**src/rtl/invn_sweep_pkg.sv**
```systemverilog
`default_nettype none
// ============================================================================
//  Module      : invn_sweep_pkg
//  Description : Shared types and helpers for the selective-inverter sweep
//                controller: FSM state encoding, default inversion mask and
//                the reference function for the expected datapath output.
//  Ports       : none (package)
//  Revision    : 1.0  initial release
// ============================================================================
package invn_sweep_pkg;

    typedef enum logic [1:0] {
        S_IDLE  = 2'd0,
        S_APPLY = 2'd1,
        S_CHECK = 2'd2,
        S_DONE  = 2'd3
    } sweep_state_e;

    localparam logic [3:0] MASK_DEFAULT = 4'b0101;

    // Fixed operand width so a single function serves every datapath width
    // up to 32 bits; callers zero-extend their operands into it.
    localparam int EXP_W = 32;

    function automatic logic [EXP_W-1:0] expected_y(input logic [EXP_W-1:0] x,
                                                    input logic [EXP_W-1:0] mask);
        return x ^ mask;
    endfunction

endpackage
`default_nettype wire

```
**src/rtl/sweep_settle_timer.sv**
```systemverilog
`default_nettype none
// ============================================================================
//  Module      : sweep_settle_timer
//  Description : Loadable down-counter with zero flag. A load sets the count
//                to SETTLE-1 so that, counting the load cycle's successor,
//                the flag rises after exactly SETTLE cycles of holding.
//  Ports       : clk     - rising-edge clock
//                reset   - synchronous active-high reset (count -> 0)
//                load_i  - reload count with SETTLE-1 (has priority)
//                dec_i   - decrement by one when non-zero
//                zero_o  - count is zero
//  Revision    : 1.0  initial release
// ============================================================================
module sweep_settle_timer #(
    parameter int SETTLE = 2
) (
    input  logic clk,
    input  logic reset,
    input  logic load_i,
    input  logic dec_i,
    output logic zero_o
);

    localparam int            CW       = (SETTLE > 1) ? $clog2(SETTLE) : 1;
    localparam logic [CW-1:0] LOAD_VAL = CW'(SETTLE - 1);

    logic [CW-1:0] count_q;
    logic [CW-1:0] count_d;

    always_comb begin
        count_d = count_q;
        if (load_i) begin
            count_d = LOAD_VAL;
        end else if (dec_i && (count_q != '0)) begin
            count_d = count_q - 1'b1;
        end
    end

    always_ff @(posedge clk) begin
        if (reset) begin
            count_q <= '0;
        end else begin
            count_q <= count_d;
        end
    end

    assign zero_o = (count_q == '0);

endmodule
`default_nettype wire

```
**src/rtl/invn_sweep_ctrl.sv**
```systemverilog
`default_nettype none
// ============================================================================
//  Module      : invn_sweep_ctrl
//  Description : In-silicon self-test sequencer for an N-bit selective
//                inverter (Y = X ^ MASK). Sweeps every code, holds each for
//                SETTLE cycles, samples Y, counts mismatches and records the
//                first failing code. Start/busy/done handshake.
//  Config      : INVN_SWEEP_STOPFAIL_EN - when defined, the first mismatch
//                ends the sweep immediately (x_out holds the failing code).
//  Ports       : clk          - rising-edge clock
//                reset        - synchronous active-high reset
//                start        - request, accepted only while idle
//                x_out        - code driven to datapath X
//                y_in         - datapath Y
//                busy         - sweep in progress (through DONE)
//                done         - one-cycle completion pulse
//                pass         - last sweep had no mismatches
//                fail_count   - mismatching codes (N+1 bits, max 2^N)
//                first_fail_x - first mismatching code (valid if count != 0)
//  Revision    : 1.0  initial release
// ============================================================================
module invn_sweep_ctrl
    import invn_sweep_pkg::*;
#(
    parameter int           N      = 4,
    parameter logic [N-1:0] MASK   = N'(MASK_DEFAULT),
    parameter int           SETTLE = 2
) (
    input  logic         clk,
    input  logic         reset,
    input  logic         start,
    output logic [N-1:0] x_out,
    input  logic [N-1:0] y_in,
    output logic         busy,
    output logic         done,
    output logic         pass,
    output logic [N:0]   fail_count,
    output logic [N-1:0] first_fail_x
);

    localparam logic [N-1:0] X_LAST = '1;

    sweep_state_e state_q, state_d;
    logic [N-1:0] x_q, x_d;
    logic [N:0]   fail_q, fail_d;
    logic [N-1:0] first_q, first_d;
    logic         pass_q, pass_d;
    logic         busy_q, busy_d;
    logic         done_q, done_d;

    logic             w_tmr_load;
    logic             w_tmr_dec;
    logic             w_tmr_zero;
    logic [EXP_W-1:0] w_exp_y;
    logic             w_mismatch;

    sweep_settle_timer #(
        .SETTLE (SETTLE)
    ) u_timer (
        .clk    (clk),
        .reset  (reset),
        .load_i (w_tmr_load),
        .dec_i  (w_tmr_dec),
        .zero_o (w_tmr_zero)
    );

    assign w_exp_y    = expected_y(EXP_W'(x_q), EXP_W'(MASK));
    assign w_mismatch = (EXP_W'(y_in) != w_exp_y);

    always_comb begin
        state_d    = state_q;
        x_d        = x_q;
        fail_d     = fail_q;
        first_d    = first_q;
        pass_d     = pass_q;
        w_tmr_load = 1'b0;
        w_tmr_dec  = 1'b0;

        unique case (state_q)
            S_IDLE: begin
                if (start) begin
                    x_d        = '0;
                    fail_d     = '0;
                    pass_d     = 1'b0;
                    w_tmr_load = 1'b1;
                    state_d    = S_APPLY;
                end
            end
            S_APPLY: begin
                if (w_tmr_zero) begin
                    state_d = S_CHECK;
                end else begin
                    w_tmr_dec = 1'b1;
                end
            end
            S_CHECK: begin
                if (w_mismatch) begin
                    fail_d = fail_q + 1'b1;
                    if (fail_q == '0) begin
                        first_d = x_q;
                    end
                end
`ifdef INVN_SWEEP_STOPFAIL_EN
                if (w_mismatch || (x_q == X_LAST)) begin
                    state_d = S_DONE;
                end else begin
                    x_d        = x_q + 1'b1;
                    w_tmr_load = 1'b1;
                    state_d    = S_APPLY;
                end
`else
                // Terminal code is tested before increment so x_out never wraps.
                if (x_q == X_LAST) begin
                    state_d = S_DONE;
                end else begin
                    x_d        = x_q + 1'b1;
                    w_tmr_load = 1'b1;
                    state_d    = S_APPLY;
                end
`endif
            end
            S_DONE: begin
                pass_d  = (fail_q == '0);
                state_d = S_IDLE;
            end
            default: begin
                state_d = S_IDLE;
            end
        endcase
    end

    // busy/done are decoded from the next state so both land registered in
    // the same cycle the FSM enters the corresponding state.
    assign busy_d = (state_d != S_IDLE);
    assign done_d = (state_d == S_DONE);

    always_ff @(posedge clk) begin
        if (reset) begin
            state_q <= S_IDLE;
            x_q     <= '0;
            fail_q  <= '0;
            first_q <= '0;
            pass_q  <= 1'b0;
            busy_q  <= 1'b0;
            done_q  <= 1'b0;
        end else begin
            state_q <= state_d;
            x_q     <= x_d;
            fail_q  <= fail_d;
            first_q <= first_d;
            pass_q  <= pass_d;
            busy_q  <= busy_d;
            done_q  <= done_d;
        end
    end

    assign x_out        = x_q;
    assign busy         = busy_q;
    assign done         = done_q;
    assign pass         = pass_q;
    assign fail_count   = fail_q;
    assign first_fail_x = first_q;

endmodule
`default_nettype wire

```
**config.mk**
```make
export PLATFORM = sky130hd
export DESIGN_NAME = invn_sweep_ctrl
export DESIGN_NICKNAME = d
export VERILOG_FILES = /design/src/rtl/invn_sweep_pkg.sv /design/src/rtl/sweep_settle_timer.sv /design/src/rtl/invn_sweep_ctrl.sv
export SDC_FILE = /design/constraint.sdc
export NUM_CORES = 1
export LEC_CHECK = 0
export ABC_CLOCK_PERIOD_IN_PS = 1400
export CORE_MARGIN = 5
export CORE_UTILIZATION = 43
export CTS_CLUSTER_SIZE = 20
export DETAILED_ROUTE_END_ITERATION = 16
export PLACE_DENSITY_LB_ADDON = 0.1
export SYNTH_ARGS = -nofsm -noshare
export SYNTH_HDL_FRONTEND = slang
export SYNTH_SLANG_ARGS = --single-unit
export TNS_END_PERCENT = 30
```
**constraint.sdc**
```tcl
create_clock -name clk -period 1.4 [get_ports clk]
set_input_delay 0.14 -clock clk [delete_from_list [all_inputs] [get_ports clk]]
set_output_delay 0.14 -clock clk [all_outputs]
set_load 0.05 [all_outputs]
```
# [After elaboration in Yosys (flattened, before gate mapping)]
# Index checks and enable logic that the tools add are counted.
[word_totals] regBits=19 memories=0 rom_bits=0 latch_bits=0 mem_bits_rw=0 inputBits=7 output_inout_bits=16
[classes] reduce_logical=11 n_mul=0 n_eq_ne=9 n_addsub=3 muxes=19 magnitude_cmp=0 bitwise=1 shifts=0 n_div=0
[op_table] cell="5-bit two-way mux" n=2
[op_table] cell="5-bit case mux with 2 select lines" n=1
[op_table] cell="3-bit AND reduction" n=3
[op_table] cell="4-bit two-way mux" n=2
[op_table] cell="2-bit case mux with 4 select lines" n=1
[op_table] cell="4-bit case mux with 2 select lines" n=1
[op_table] cell="2-bit nonzero test" n=4
[op_table] cell="1-bit two-way mux" n=7
[op_table] cell="2-bit equality test, second input constant" n=3
[op_table] cell="2-bit two-way mux" n=3
[op_table] cell="2-bit inequality test, second input constant" n=3
[op_table] cell="5-bit by 1-bit adder with 5-bit output, second input constant" n=1
[op_table] cell="5-bit logical NOT" n=1
[op_table] cell="4-bit by 1-bit adder with 4-bit output, second input constant" n=1
[op_table] cell="4-bit equality test, second input constant" n=1
[op_table] cell="4-bit inequality test" n=1
[op_table] cell="1-bit case mux with 2 select lines" n=2
[op_table] cell="2-bit by 1-bit equality test with 1-bit output, second input constant" n=1
[op_table] cell="2-bit logical NOT" n=1
[op_table] cell="2-bit NOT" n=1
[op_table] cell="2-bit AND reduction" n=1
[op_table] cell="1-bit logical AND" n=1
[op_table] cell="1-bit subtractor, second input constant" n=1

# [Depth between registers and ports, before layout]
# Gate-level depths: netlist (run 1).
[logic_depth] depth_word=5 ltp_mapped=5

# [Cells and area by module]
# Synthesis (run 1) repeated with hierarchy kept, for this count alone.
[unflattened] cells_unflattened=108 area_unflattened_um2=998.5
[modules_own_cells] mod="invn_sweep_ctrl" instances=1 cells_each=103 area_per_inst_um2=955.9 seq_area_each_um2=360.3
[modules_own_cells] mod="sweep_settle_timer" instances=1 cells_each=5 area_per_inst_um2=42.5 seq_area_each_um2=20.0

# [Worst setup path after synthesis (run 1)]
# OpenSTA, ideal clock, no wires.
[synth_path] kind="reg-to-reg" start="reg x_q[0], in the netlist x_out[0]" end="reg fail_q[4], in the netlist fail_count[4]" path_stages_with_launch=5 t_required_ns=1.280 period_less_slack_ns=1.693 setup_ns=0.120 t_arrival_ns=1.574 setup_slack_ns=-0.293 path_cell_list="dfxtp_1 > xor2_1 > a41oi_4 > nand4_1 > mux2i_1"
[synth_between] elab_chain_cells=4
[synth_lines] element="start, declared" line="invn_sweep_ctrl.sv:44" rtl="logic [N-1:0] x_q, x_d;"
[synth_lines] element="start signal, assigned" line="invn_sweep_ctrl.sv:140" rtl="x_q <= '0;"
[synth_lines] element="start signal, assigned" line="invn_sweep_ctrl.sv:148" rtl="x_q <= x_d;"
[synth_lines] element="2-bit NOT (no line)"
[synth_lines] element="4-bit inequality test" line="invn_sweep_ctrl.sv:68" rtl="assign w_mismatch = (EXP_W'(y_in) != w_exp_y);"
[synth_lines] element="2-bit inequality test (no line)"
[synth_lines] element="3-bit AND reduction (no line)"
[synth_lines] element="end signal, assigned" line="invn_sweep_ctrl.sv:149" rtl="fail_q <= fail_d;"
[synth_lines] element="end, declared" line="invn_sweep_ctrl.sv:45" rtl="logic [N:0] fail_q, fail_d;"
# No other way between the ends.
# A chain may end at the register's enable or synchronous reset.

# [Worst setup path after layout (run 1)]
[layout_path] start="reg x_q[0], in the netlist x_out[0]" end="reg first_q[3], in the netlist first_fail_x[3]"
[layout_between] elab_chain_cells=3
[layout_lines] element="2-bit NOT (no line)"
[layout_lines] element="4-bit inequality test" line="invn_sweep_ctrl.sv:68"
[layout_lines] element="3-bit AND reduction (no line)"
[layout_lines] element="end signal, assigned" line="invn_sweep_ctrl.sv:150" rtl="first_q <= first_d;"
[layout_lines] element="end, declared" line="invn_sweep_ctrl.sv:46" rtl="logic [N-1:0] first_q, first_d;"
# No other way between the ends.

==> metrics.md, run 1 <==
| Metric | Value |
|---|---|
| R2R depth | `4` |
| Worst setup startpoint | `x_out[0]` |
| Yosys reg bits | `19` |
| Fraction of layout cells with a size suffix above 1 | `0.401` |
| FP Rows | `17` |
| Clock Sinks | `19` |
| Synth Flop Type | `dfxtp_1` |
| Overall Global Routing Usage | `0.133` |
| Top post-synthesis cells by area | `dfxtp_1, mux2i_1, nand2b_1` |
| Routed len/inst | `about 13 µm` |
| R2r startpoint | `x_out[0]` |
| FF/Latch Area | `between 300 and 400 µm²` |
| PortBufs | `22` |
| Number of setup violations in the final report | `0` |
| Worst-margin pin slew | `approximately 0.38 ns` |
| Post-synth EDFFs | `0` |
| Gpl congestion | `0.794` |
| # IOs | `23` |
| Detailed router's first-iteration violation count | `9` |
| Final worst path period need | `about 1.3 ns` |
| Hold violation count in the final report | `0` |
| First-pass GRT wire length | `approximately 3400 µm` |
| Power share of the clock group | `0.273` |
| Clock skew | `0.00392 ns` |
| First-pass DRT Iterations | `4` |
| Vias | `about 830` |
| Startpoint types | `flip-flop` |
| Total Power | `1010 µW` |
| Core area | `2170 µm²` |
| Final ANT Viol Nets | `0` |
| CP endpoint | `first_fail_x[3]` |
| DP HPWL | `around 1700 µm` |
| Logic pwr share | `0.169` |
| # DRC | `0` |
| CTS max path bufs | `2` |
| Area leader, netlist | `dfxtp_1` |
| Grt ovf | `0` |
| Num CTS Buffers | `3` |
| Syn Inst Count | `between 100 and 150` |
| Vias in the first global route | `762` |
| Min-Delay Path Class | `reg -> reg` |
| Number of diodes | `0` |
| Initial core utilization | `0.439` |
| DIE AREA | `3260 µm²` |
| Sw Pwr | `between 200 and 300 µW` |
| CTS root buffer | `clkbuf_4` |
| Fmax achieved | `~740 MHz` |
| CP Cell Sequence | `xor2_2 > a41oi_4 > nand2_4 > mux2i_1` |
| GRT busiest layer | `met2` |
| Area of the multi-input gates | `between 600 and 700 µm²` |
| Final net count | `148` |
| R2r endpoint | `first_fail_x[3]` |
| Asr flop ratio synth | `0` |
| RSZ-0062 raised after global routing | `true` |
| Sw Share | `0.260` |
| Worst EP arrival | `1.56 ns` |
| Crit-path slowest cell | `dfxtp_4` |
| Largest net degree at the start of global routing | `13` |
| Slowest cell delay on critical path | `between 0.3 and 0.4 ns` |
| CTS tree | `done` |
| Synth-to-layout area growth | `52.8%` |
| Synth warnings | `0` |
| Met1 GRT Util | `0.167` |
| Slew HR | `0.744` |
| Flop pwr share | `0.559` |
| Met2 Resource Use GR | `0.223` |
| Die Ht | `around 57 µm` |
| Peak VDD IR | `roughly 580 µV` |
| Yosys cell types | `31` |
| Grt met3 use | `0.0204` |
| R2R setup slack | `between 0.05 and 0.06 ns` |
| Max Cap Viol | `0` |
| CP Max Fanout | `8` |
| Worst EP required | `1.62 ns` |
| Mapped Area | `between 900 and 1000 µm²` |
| Final WL | `2140 µm` |
| Filler cells | `190` |
| CP endpoint kind | `flip-flop` |
| Fin Setup TNS | `0 ns` |
| Clk slew on worst S/H paths | `roughly 0.11 ns` |
| Fin area | `about 1500 µm²` |
| Cell Area, Placed | `roughly 1400 µm²` |
| Int Power | `around 750 µW` |
| Worst hold margin | `0.469 ns` |
| Syn avg cell area | `approximately 9.4 µm²` |
| CTS H-tree depth | `1` |
| Initial antenna violation count | `0` |
| Post-synthesis net count | `about 110` |
| Top cell type's share of synthesized area | `0.399` |
| Status | `complete, no violations` |
| Post-DR vias/cell | `5.02` |
| Final worst-path cycle share | `0.962` |
| Die X | `57.1 µm` |
| Register area share after synthesis | `0.399` |
| P_leak | `roughly 0.0006 µW` |
| Power Dens Cells | `692 nW/µm²` |
| CP Class | `reg -> reg` |
| Slew Limit Fails | `0` |
| Worst-Skew Late Latency | `around 0.29 ns` |
metrics by stage:
stage / util / instances / worst slack (ns)
after floorplan: - / 101 / 0.00534
after global placement: 0.629 / 160 / -0.150
after detailed placement: 0.629 / 160 / -0.228
after CTS: 0.650 / 164 / 0.00279
after global routing: 0.671 / 165 / -0.00310
final: 0.671 / 165 / 0.0538
repair_timing:
action / CTS / global route
gates resized for setup: 3 / 9
pin swaps: 0 / 2
gates cloned: 0 / 0
hold buffers: 0 / 0
setup endpoints to repair: 2 / 10
buffers inserted: 0 / 1
worst min path at each step:
| stage | from | end | slack (ns) | cells after the start |
|---|---|---|---|---|
| 2_1_floorplan | start | busy | 0.35 | 2 |
| 3_3_place_gp | pass | pass | 0.45 | 2 |
| 3_5_place_dp | pass | pass | 0.45 | 2 |
| 4_1_cts | pass | pass | 0.47 | 2 |
| 5_1_grt | pass | pass | 0.49 | 2 |
| 6_report | pass | pass | 0.47 | 2 |
final cells by class:
cell class | count | area share
Multi-Input combinational cell | 76 | 0.420
Sequential cell | 19 | 0.271
Timing Repair Buffer | 35 | 0.260
Tap cell | 28 | 0.0241
Clock buffer | 4 | 0.0181
Inverter | 3 | 0.00774
cell usage in the layout, fill, tap and decap left out, types with 3 or more instances in the layout:
cell,count
buf_4,21
dfxtp_1,12
nor2_1,9
nand2b_1,8
buf_12,8
mux2i_1,7
nand2_1,6
clkdlybuf4s50_1,6
a21oi_1,5
dfxtp_2,5
inv_1,3
nand3_1,3
nand4_1,3
xnor2_1,3
ha_1,3
clkbuf_4,3
per-layer routing:
metal	part of all wire	vias up	wire length, µm
li1	-	425	-
met1	0.43	390	920
met2	0.53	11	1130
met3	0.032	2	69
met4	0.0084	0	18
met5	0	-	0
synthesized netlist by cell type (2+ instances only):
master / number
a21oi_1: 5
clkbuf_1: 2
dfxtp_1: 19
ha_1: 3
inv_1: 3
mux2i_1: 7
nand2_1: 6
nand2b_1: 8
nand3_1: 3
nand3b_1: 2
nand4_1: 3
nor2_1: 10
nor3_1: 3
nor3b_1: 2
nor4b_1: 3
o31ai_1: 2
or2_2: 2
xnor2_1: 5
logic make-up (layout without fill, tap and decap cells):
| family | count (synthesis) | count (layout) | synth area share |
|---|---|---|---|
| multiplexers | 7 | 7 | 0.0736 |
| AND/OR/NAND/NOR | 47 | 47 | 0.289 |
| buffers and inverters | 6 | 42 | 0.0250 |
| flip-flops | 19 | 19 | 0.399 |
| XOR/XNOR | 7 | 7 | 0.0723 |
| adder cells (fa/ha/maj) | 3 | 3 | 0.0394 |
| AO/OA/AOI/OAI | 12 | 12 | 0.101 |
state kept, by name, indices dropped and copies added (netlist names):
signal / cells
fail_count: 5
first_fail_x: 4
x_out: 4
state_q: 2
busy: 1
done: 1
pass: 1
u_timer.count_q: 1
worst max-delay path: cells and delay by family, from the launching register on:
family	cells	cell delay, ns
flops	1	0.39
xor+xnor	1	0.19
simple gates	1	0.12
compound gates	1	0.36
mux	1	0.20
power groups by stage:
stage          registers [µW]  clock network, µW  logic [µW]
2_1_floorplan             589                  0        77.7
3_3_place_gp              574                  0         159
3_5_place_dp              574                  0         162
4_1_cts                   562                292         165
5_1_grt                   566                318         184
6_report                  563                275         170
Note: power is estimated with default switching activity, not from simulation.
==> run 2, diff against run 1 <==
--- a/config.mk
+++ b/config.mk
@@ -8,8 +8,9 @@
 export ABC_CLOCK_PERIOD_IN_PS = 1400
 export CORE_MARGIN = 5
 export CORE_UTILIZATION = 43
-export CTS_CLUSTER_SIZE = 20
+export CTS_CLUSTER_SIZE = 28
 export DETAILED_ROUTE_END_ITERATION = 16
+export MAX_ROUTING_LAYER = met4
 export PLACE_DENSITY_LB_ADDON = 0.1
 export SYNTH_ARGS = -nofsm -noshare
 export SYNTH_HDL_FRONTEND = slang
==> run 2 against run 1 <==
Net effect:
- non-clock buffer count unchanged
- via count decreased by 1.1%
- register-to-register slack about the same
- wire length increased by 0.51%
- combinational power about the same
- cell area unchanged
- die area unchanged
- clock skew decreased by 0.0033 ns
- final cell count unchanged
- critical path depth unchanged
- maximum frequency decreased by 0.25%
- sequential cell count unchanged
- critical path type unchanged
- critical endpoint unchanged
- largest power group unchanged
==> metrics.md, run 2 (same netlist as run 1, synthesis figures left out) <==
| Metric | Value |
|---|---|
| Status | `complete, no violations` |
| Crit-path slowest cell | `dfxtp_4` |
| Vias in the first global route | `about 760` |
| Area of the multi-input gates | `around 610 µm²` |
| Final worst setup slack | `between 0.05 and 0.06 ns` |
| Slowest cell delay on critical path | `0.39 ns` |
| Vias | `around 800` |
| Clock skew | `~0.00060 ns` |
| CTS tree | `done` |
| Peak VDD IR | `583 µV` |
| Number of setup violations in the final report | `0` |
| Die Ht | `roughly 57 µm` |
| Fraction of layout cells with a size suffix above 1 | `0.401` |
| Logic pwr share | `0.169` |
| Worst-margin pin slew | `between 0.3 and 0.4 ns` |
| Most frequent cells in the layout | `buf_4, dfxtp_1, nor2_1, nand2b_1, buf_12` |
| Hold_buf cts | `0` |
| First-pass DRT Iterations | `2` |
| RSZ-0062 raised after global routing | `true` |
| Min-Delay Path Class | `reg -> reg` |
| Worst-Skew Late Latency | `roughly 0.29 ns` |
| Largest register FFs | `5` |
| Commonest non-fill, non-tap cell in the layout | `buf_4` |
| Initial antenna violation count | `0` |
| CTS H-tree depth | `1` |
| Largest net degree at the start of global routing | `13` |
| Slew HR | `0.743` |
| Number of diodes | `0` |
| P_leak | `~0.00060 µW` |
| Sw Share | `0.260` |
| WP buf/inv | `0` |
| Synth-to-layout area growth | `52.8%` |
| Dpl cells | `160` |
| Post-DR vias/cell | `between 4 and 5` |
| Final ANT Viol Nets | `0` |
| CTS max path bufs | `2` |
| Detailed router's first-iteration violation count | `7` |
| Flop pwr share | `0.559` |
| Crit. path cell count | `4` |
| CP Cell Sequence | `xor2_2 > a41oi_4 > nand2_4 > mux2i_1` |
| CP endpoint kind | `flip-flop` |
| Slew Limit Fails | `0` |
| Grt ovf | `0` |
| DIE AREA | `around 3300 µm²` |
| Clk slew on worst S/H paths | `0.10 ns` |
| Power Dens Cells | `~690 nW/µm²` |
| Critical path's top delay family | `flip-flops` |
| # DRC | `0` |
| Power share of the clock group | `0.272` |
| Final Instance Count excl. Fillers | `between 150 and 200` |
| R2R depth | `4` |
| FP Rows | `17` |
| Worst EP arrival | `approximately 1.6 ns` |
| CTS root buffer | `clkbuf_4` |
| Max Cap Viol | `0` |
| Fin area | `about 1500 µm²` |
| Hold Path Cell Cnt | `2` |
| DP HPWL | `1650 µm` |
| Routed len/inst | `~13 µm` |
| Pre-CTS WS | `-0.228 ns` |
| Sw Pwr | `around 260 µW` |
| Final worst-path cycle share | `0.964` |
| Final WL | `~2100 µm` |
| Total Power | `between 1000 and 1500 µW` |
| Gpl congestion | `~0.8` |
| Clock Sinks | `19` |
| CP Class | `reg -> reg` |
| Overall Global Routing Usage | `0.137` |
| Final net count | `148` |
| Hold violation count in the final report | `0` |
| Startpoint types | `flip-flop` |
| Cell Area, Placed | `roughly 1400 µm²` |
| Filler cells | `190` |
| Int Power | `745 µW` |
| # IOs | `23` |
| First-pass GRT wire length | `approximately 3400 µm` |
| Worst EP required | `between 1.5 and 2 ns` |
| PortBufs | `22` |
| Core area | `between 2000 and 2500 µm²` |
| Final worst path period need | `1.35 ns` |
| Fmax achieved | `741 MHz` |
| CP Max Fanout | `8` |
| Die X | `57.1 µm` |
| Num CTS Buffers | `3` |
| Initial core utilization | `0.439` |
| FF/Latch Area | `between 300 and 400 µm²` |
run 2: cell counts in the layout (fill, tap and decap cells not counted):
No cell type changed its count.
run 2: worst min-delay path: cells and delay by family (launching register included):
| kind | cells | cell delay (ns) |
|---|---|---|
| AND/OR/NAND/NOR | 1 | 0.05 |
| flip-flops | 1 | 0.32 |
| AO/OA/AOI/OAI | 1 | 0.06 |
run 2: layout make-up:
type,count,area share
Clock buffer,4,0.0181
Inverter,3,0.00774
Multi-Input combinational cell,76,0.420
Sequential cell,19,0.271
Tap cell,28,0.0241
Timing Repair Buffer,35,0.260
run 2: worst paths after layout:
check	slack (ns)	to	startpoint
max	0.05	first_fail_x[3]	x_out[0]
min	0.47	pass	pass
max reg2reg	0.05	first_fail_x[3]	x_out[0]
min reg2reg	0.47	pass	pass
run 2: what timing repair did:
action	4_1_cts	5_1_grt
cloned	0	0
setup buffers	0	1
resized for setup	3	9
pin swaps	0	2
endpoints found under the setup margin	2	10
run 2: per-layer routing:
layer  global-route usage  wire length (µm)  up-vias
li1                     -                 -      423
met1                0.167               947      385
met2                0.223              1130        9
met3               0.0204                55        2
met4               0.0596                18        0
met5                    -                 0        -
run 2: per-stage QoR:
step	utilization	hold WS [ns]	TNS [ns]
2_1_floorplan	-	0.353	0
3_3_place_gp	0.629	0.453	-1.06
3_5_place_dp	0.629	0.452	-1.32
4_1_cts	0.650	0.469	0
5_1_grt	0.671	0.494	-0.00699
6_report	0.671	0.469	0
run 2: power groups by stage:
stage	combinational (µW)	sequential [µW]	clock, µW
2_1_floorplan	77.7	589	0
4_1_cts	165	562	292
3_5_place_dp	162	574	0
3_3_place_gp	159	574	0
5_1_grt	184	566	318
6_report	170	563	274
